### config.mk
export PLATFORM = sky130hd
export DESIGN_NAME = freq_div_ctrl
export DESIGN_NICKNAME = d
export VERILOG_FILES = /design/src/rtl/freq_div_ctrl.sv
export SDC_FILE = /design/constraint.sdc
export NUM_CORES = 1
export LEC_CHECK = 0
export CAP_MARGIN = 5
export CORE_ASPECT_RATIO = 0.6
export CORE_MARGIN = 2
export CORE_UTILIZATION = 23
export CTS_CLUSTER_DIAMETER = 60
export CTS_CLUSTER_SIZE = 12
export DETAILED_ROUTE_END_ITERATION = 10
export MAX_ROUTING_LAYER = met4
export PLACE_DENSITY_LB_ADDON = 0.15
export SYNTH_ARGS = -nofsm -noshare
export SYNTH_HDL_FRONTEND = slang
export SYNTH_SLANG_ARGS = --single-unit
### constraint.sdc
create_clock -name clk_in -period 2.9 [get_ports clk_in]
set_input_delay 0.725 -clock clk_in [delete_from_list [all_inputs] [get_ports clk_in]]
set_output_delay 0.725 -clock clk_in [all_outputs]
set_load 0.1 [all_outputs]
### src/rtl/freq_div_ctrl.sv
// Purpose : programmable clock divider (IDLE/RUN/DRAIN) with a valid/ready divisor config port.
// Latency : div_out/tick/cfg_err registered, one cycle after the causing edge; cfg_ready is combinational.
// Backpr. : cfg_ready drops while a divisor is pending in RUN/DRAIN and while rst is high.
//
// Ports:
//   clk_in, rst          clock, synchronous active-high reset
//   run                  level request for divided-clock generation
//   cfg_valid/cfg_ready  divisor handshake; cfg_div sampled on transfer
//   cfg_err              one-cycle pulse after an illegal divisor (<2) was accepted
//   div_out, tick        divided clock and end-of-period pulse
//   busy, cur_div        RUN/DRAIN indicator and divisor in effect
module freq_div_ctrl #(
    parameter logic [3:0] DEFAULT_DIV = 4'd4
) (
    input  logic       clk_in,
    input  logic       rst,
    input  logic       run,
    input  logic       cfg_valid,
    input  logic [3:0] cfg_div,
    output logic       cfg_ready,
    output logic       cfg_err,
    output logic       div_out,
    output logic       tick,
    output logic       busy,
    output logic [3:0] cur_div
);

    typedef enum logic [1:0] {
        S_IDLE  = 2'd0,
        S_RUN   = 2'd1,
        S_DRAIN = 2'd2
    } state_t;

    state_t     state, state_nxt;
    logic [3:0] cnt, cnt_nxt;
    logic [3:0] cur_div_nxt;
    logic       pend, pend_nxt;
    logic [3:0] pend_div, pend_div_nxt;
    logic       div_nxt, tick_nxt, cfg_err_nxt;
    logic       wrap, cfg_xfer, cfg_legal;

    assign wrap      = (state != S_IDLE) && (cnt == cur_div - 4'd1);
    assign cfg_ready = ~rst & ((state == S_IDLE) | ~pend);
    assign cfg_xfer  = cfg_valid & cfg_ready;
    assign cfg_legal = (cfg_div >= 4'd2);
    assign busy      = (state != S_IDLE);

    // State register
    always_ff @(posedge clk_in) begin
        if (rst) begin
            state <= S_IDLE;
        end else begin
            state <= state_nxt;
        end
    end

    // Next-state logic
    always_comb begin
        state_nxt = state;
        case (state)
            S_IDLE:  if (run) state_nxt = S_RUN;
            S_RUN:   if (!run) state_nxt = S_DRAIN;
            S_DRAIN: begin
                if (run)       state_nxt = S_RUN;
                else if (wrap) state_nxt = S_IDLE;
            end
            default: state_nxt = S_IDLE;
        endcase
    end

    // Counter, divisor and pending-slot next values
    always_comb begin
        cnt_nxt      = 4'd0;
        cur_div_nxt  = cur_div;
        pend_nxt     = pend;
        pend_div_nxt = pend_div;

        if (state != S_IDLE && state_nxt != S_IDLE && !wrap) begin
            cnt_nxt = cnt + 4'd1;
        end

        if (state == S_IDLE) begin
            // Nothing is running, so a legal divisor applies immediately;
            // when run is also high the first period already uses it.
            if (cfg_xfer && cfg_legal) cur_div_nxt = cfg_div;
        end else begin
            // Divisors only change at a period boundary.
            if (wrap) begin
                pend_nxt = 1'b0;
                if (pend) cur_div_nxt = pend_div;
            end
            if (cfg_xfer && cfg_legal) begin
                if (state_nxt == S_IDLE) begin
                    // Leaving for IDLE: no later wrap exists, apply now so
                    // the pending slot is never left occupied in IDLE.
                    cur_div_nxt = cfg_div;
                end else begin
                    // cfg_ready implies pend was clear, so this cannot clobber
                    // a divisor being applied on this same wrap.
                    pend_nxt     = 1'b1;
                    pend_div_nxt = cfg_div;
                end
            end
        end
    end

    // Output logic: registered outputs are computed from the next state so
    // they line up with the cycle in which that state is current.
    always_comb begin
        div_nxt     = 1'b0;
        tick_nxt    = 1'b0;
        cfg_err_nxt = cfg_xfer & ~cfg_legal;
        if (state_nxt != S_IDLE) begin
            div_nxt  = (cnt_nxt < (cur_div_nxt >> 1));
            tick_nxt = (cnt_nxt == cur_div_nxt - 4'd1);
        end
    end

    // Datapath and output registers
    always_ff @(posedge clk_in) begin
        if (rst) begin
            cnt      <= 4'd0;
            cur_div  <= DEFAULT_DIV;
            pend     <= 1'b0;
            pend_div <= 4'd0;
            div_out  <= 1'b0;
            tick     <= 1'b0;
            cfg_err  <= 1'b0;
        end else begin
            cnt      <= cnt_nxt;
            cur_div  <= cur_div_nxt;
            pend     <= pend_nxt;
            pend_div <= pend_div_nxt;
            div_out  <= div_nxt;
            tick     <= tick_nxt;
            cfg_err  <= cfg_err_nxt;
        end
    end

endmodule

==> flow_summary.json <==
{
  "synth_fp_nets": 149,
  "holdWs_ps": 503,
  "path_cells": "inv_2, ha_4, xnor2_4, or4b_4, o31ai_4, buf_6, a21o_1, o2111ai_2, inv_2, buf_4, buf_4, buf_4, buf_4, buf_4, buf_4, nand3_2, a211oi_2",
  "clk_pin_slew_ps": 70,
  "gp_congestion": 0.855,
  "grt_pass1_vias": 1251,
  "diodes": 0,
  "drv_slew": 0,
  "antenna_found_initial": 0,
  "fin_area_um2": 2040,
  "cpMaxStageDelayCell": "or4b_4",
  "p_per_area_nw_per_um2": 428,
  "routed-wl-met3_um": 113,
  "finalCriticalPeriod_ps": 3000,
  "violations": "negative setup slack",
  "cp_num_cells": 17,
  "crit_required_ps": 3080,
  "start_util_pct": 24.1,
  "routed-wl-met2_um": 1570,
  "vias": 1267,
  "max_clock_freq_mhz": 333,
  "ant_nets": 0,
  "cts_hold_buf": 0,
  "dp_hpwl_um": 3020,
  "io_pins": 17,
  "worstSetupPathType": "flip-flop to flip-flop",
  "arrival_ps": 3180,
  "die_w_um": 98.4,
  "seq_area_frac_synth_pct": 29.3,
  "drt_first_pass_iters": 4,
  "die_h_um": 60.6,
  "core_um2": 5100,
  "start_kind": "flip-flop",
  "row_count": 20,
  "slew_headroom_pct": 66.7,
  "grt_overflow": 0,
  "synth_edf_count": 0,
  "ir_drop_mv": 0.180,
  "synth_ff_type": "dfxtp_1",
  "synth_top_cell_by_area": "dfxtp_1",
  "tightest_slew_ps": 499,
  "grt_max_degree": 18,
  "grt_use_total_pct": 14.7,
  "setup_viol": 2,
  "yosys.cell_types.count": 47,
  "fillers": 535,
  "hp-class": "flip-flop to flip-flop",
  "cpPeakStageDelay_ps": 510,
  "async_flop_share_pct": 0,
  "portBuffers": 16,
  "routed_wl_um": 3950,
  "finalWorstSetupSlack_ps": -99.7,
  "p_leak_uw": 0.000875,
  "cts-htree-levels": 1,
  "dieArea_um2": 5970,
  "hold_viol_final": 0,
  "placed_area_um2": 1820,
  "cp-end-kind": "flip-flop",
  "drc": 0,
  "root_buffer": "clkbuf_8",
  "crit_top_cell": "buf_4",
  "design_power_total_uw": 875,
  "ys.warnings.count": 0,
  "vias_per_cell": 4.64,
  "top_layer_used": "met4",
  "cp_top_family": "buffers and inverters",
  "synthTopCellsByCount": "dfxtp_1 (18), nor2_1 (14), nand2_1 (9), xnor2_1 (9), inv_1 (8)",
  "status": "finished, violations left",
  "drive_above_1_share_pct": 53.1,
  "fin_crit_sh_pct": 103,
  "cts_buffers": 3,
  "clk_path_buf_depth": 2,
  "synth-seq-cells": 18,
  "syn-cell-area_um2": 1230,
  "clkLatencyLatePin_ps": 260,
  "ff2ff_path_depth": 17,
  "synth_top_cell_area_share_pct": 29.3,
  "yosys-top-cells-area": "dfxtp_1 (29%), xnor2_1 (6.4%), mux2i_1 (5.7%), ha_1 (5.1%), nor2_1 (4.3%)",
  "setup-tns-final_ps": -179,
  "rsz0062_at_grt": "true",
  "finClkSkew_ps": 3.52,
  "avgSynthCellArea_um2": 9.04,
  "path_max_fanout": 3,
  "holdPathStages": 2,
  "avgRoutedWirePerCell_um": 14.5,
  "cp.buffers_inverters": 9,
  "syn_to_final_growth_pct": 66.2,
  "wl_met1_um": 2240,
  "cts_num_sinks": 18,
  "yosysMostFrequentCell": "dfxtp_1",
  "finalNetCount": 222,
  "cts_tree": "built",
  "synth_cells": 136,
  "fin_util_pct": 40.0,
  "grt_pass1_wl_um": 6380,
  "drtIter0Drc": 35,
  "cap_violations": 0
}
cell usage in the layout (no fill, tap or decap), types with 4 or more instances in the layout:
master / n
mux2i_1: 7
nand2_1: 9
nor2_1: 14
dfxtp_1: 13
xnor2_1: 7
buf_4: 63
inv_1: 4
dlygate4sd2_1: 4
nor3_1: 5
dfxtp_2: 5
nand3_1: 5
flip-flops by register name (all words and copies together) (netlist names):
| name | flops |
|---|---|
| cnt | 4 |
| cur_div | 4 |
| pend_div | 4 |
| state | 2 |
| cfg_err | 1 |
| div_out | 1 |
| pend | 1 |
| tick | 1 |
worst min-delay path: stages (launching register included):
cell,delay [ps]
dfxtp_1,330
mux2i_1,70
nor2_1,70
layout make-up:
type,instances,area (µm²),area share [%]
Sequential cell,18,367,17.9
Multi-Input combinational cell,105,940,46.0
Inverter,8,33.8,1.65
Timing Repair Buffer,73,581,28.4
Clock buffer,3,41.3,2.02
Tap cell,66,82.6,4.04
worst paths after layout:
path                                               start                        to  slack, ps
worst max register to register     cur_div[0]$_SDFF_PP0_           tick$_SDFF_PP0_       -100
worst max-delay path               cur_div[0]$_SDFF_PP0_           tick$_SDFF_PP0_       -100
worst min-delay path            pend_div[3]$_SDFFE_PP0P_  pend_div[3]$_SDFFE_PP0P_        500
worst min register to register  pend_div[3]$_SDFFE_PP0P_  pend_div[3]$_SDFFE_PP0P_        500
stage by stage:
step	cells	setup slack (ps)
5_1_grt	273	-224
3_5_place_dp	259	-582
4_1_cts	272	-274
3_3_place_gp	259	-528
2_1_floorplan	136	-594
6_report	273	-99.7
where the power goes:
group	internal [µW]	switching, µW
clock network	92.6	92.9
registers	260	10.3
logic	196	222
repair_timing:
| item | 4_1_cts | 5_1_grt |
|---|---|---|
| pin swaps | 15 | 9 |
| endpoints found under the setup margin | 2 | 3 |
| buffers inserted | 10 | 1 |
| gates resized for setup | 19 | 6 |
per-layer routing:
metal  vias up  GRT usage [%]
met2        16           21.2
met4         0           1.76
li1        630              -
met3         2           3.46
met5         -              -
met1       619           21.4
logic make-up after synthesis:
family,count (synthesis),synth area share [%]
and+or+nand+nor,51,22.2
AOI/OAI and AO/OA,27,19.3
DFF,18,29.3
buffers and inverters,13,4.88
xor gates and xnor gates,12,10.5
muxes,10,8.75
adders and majority gates,5,5.09
(Power assumes the default switching activity.)
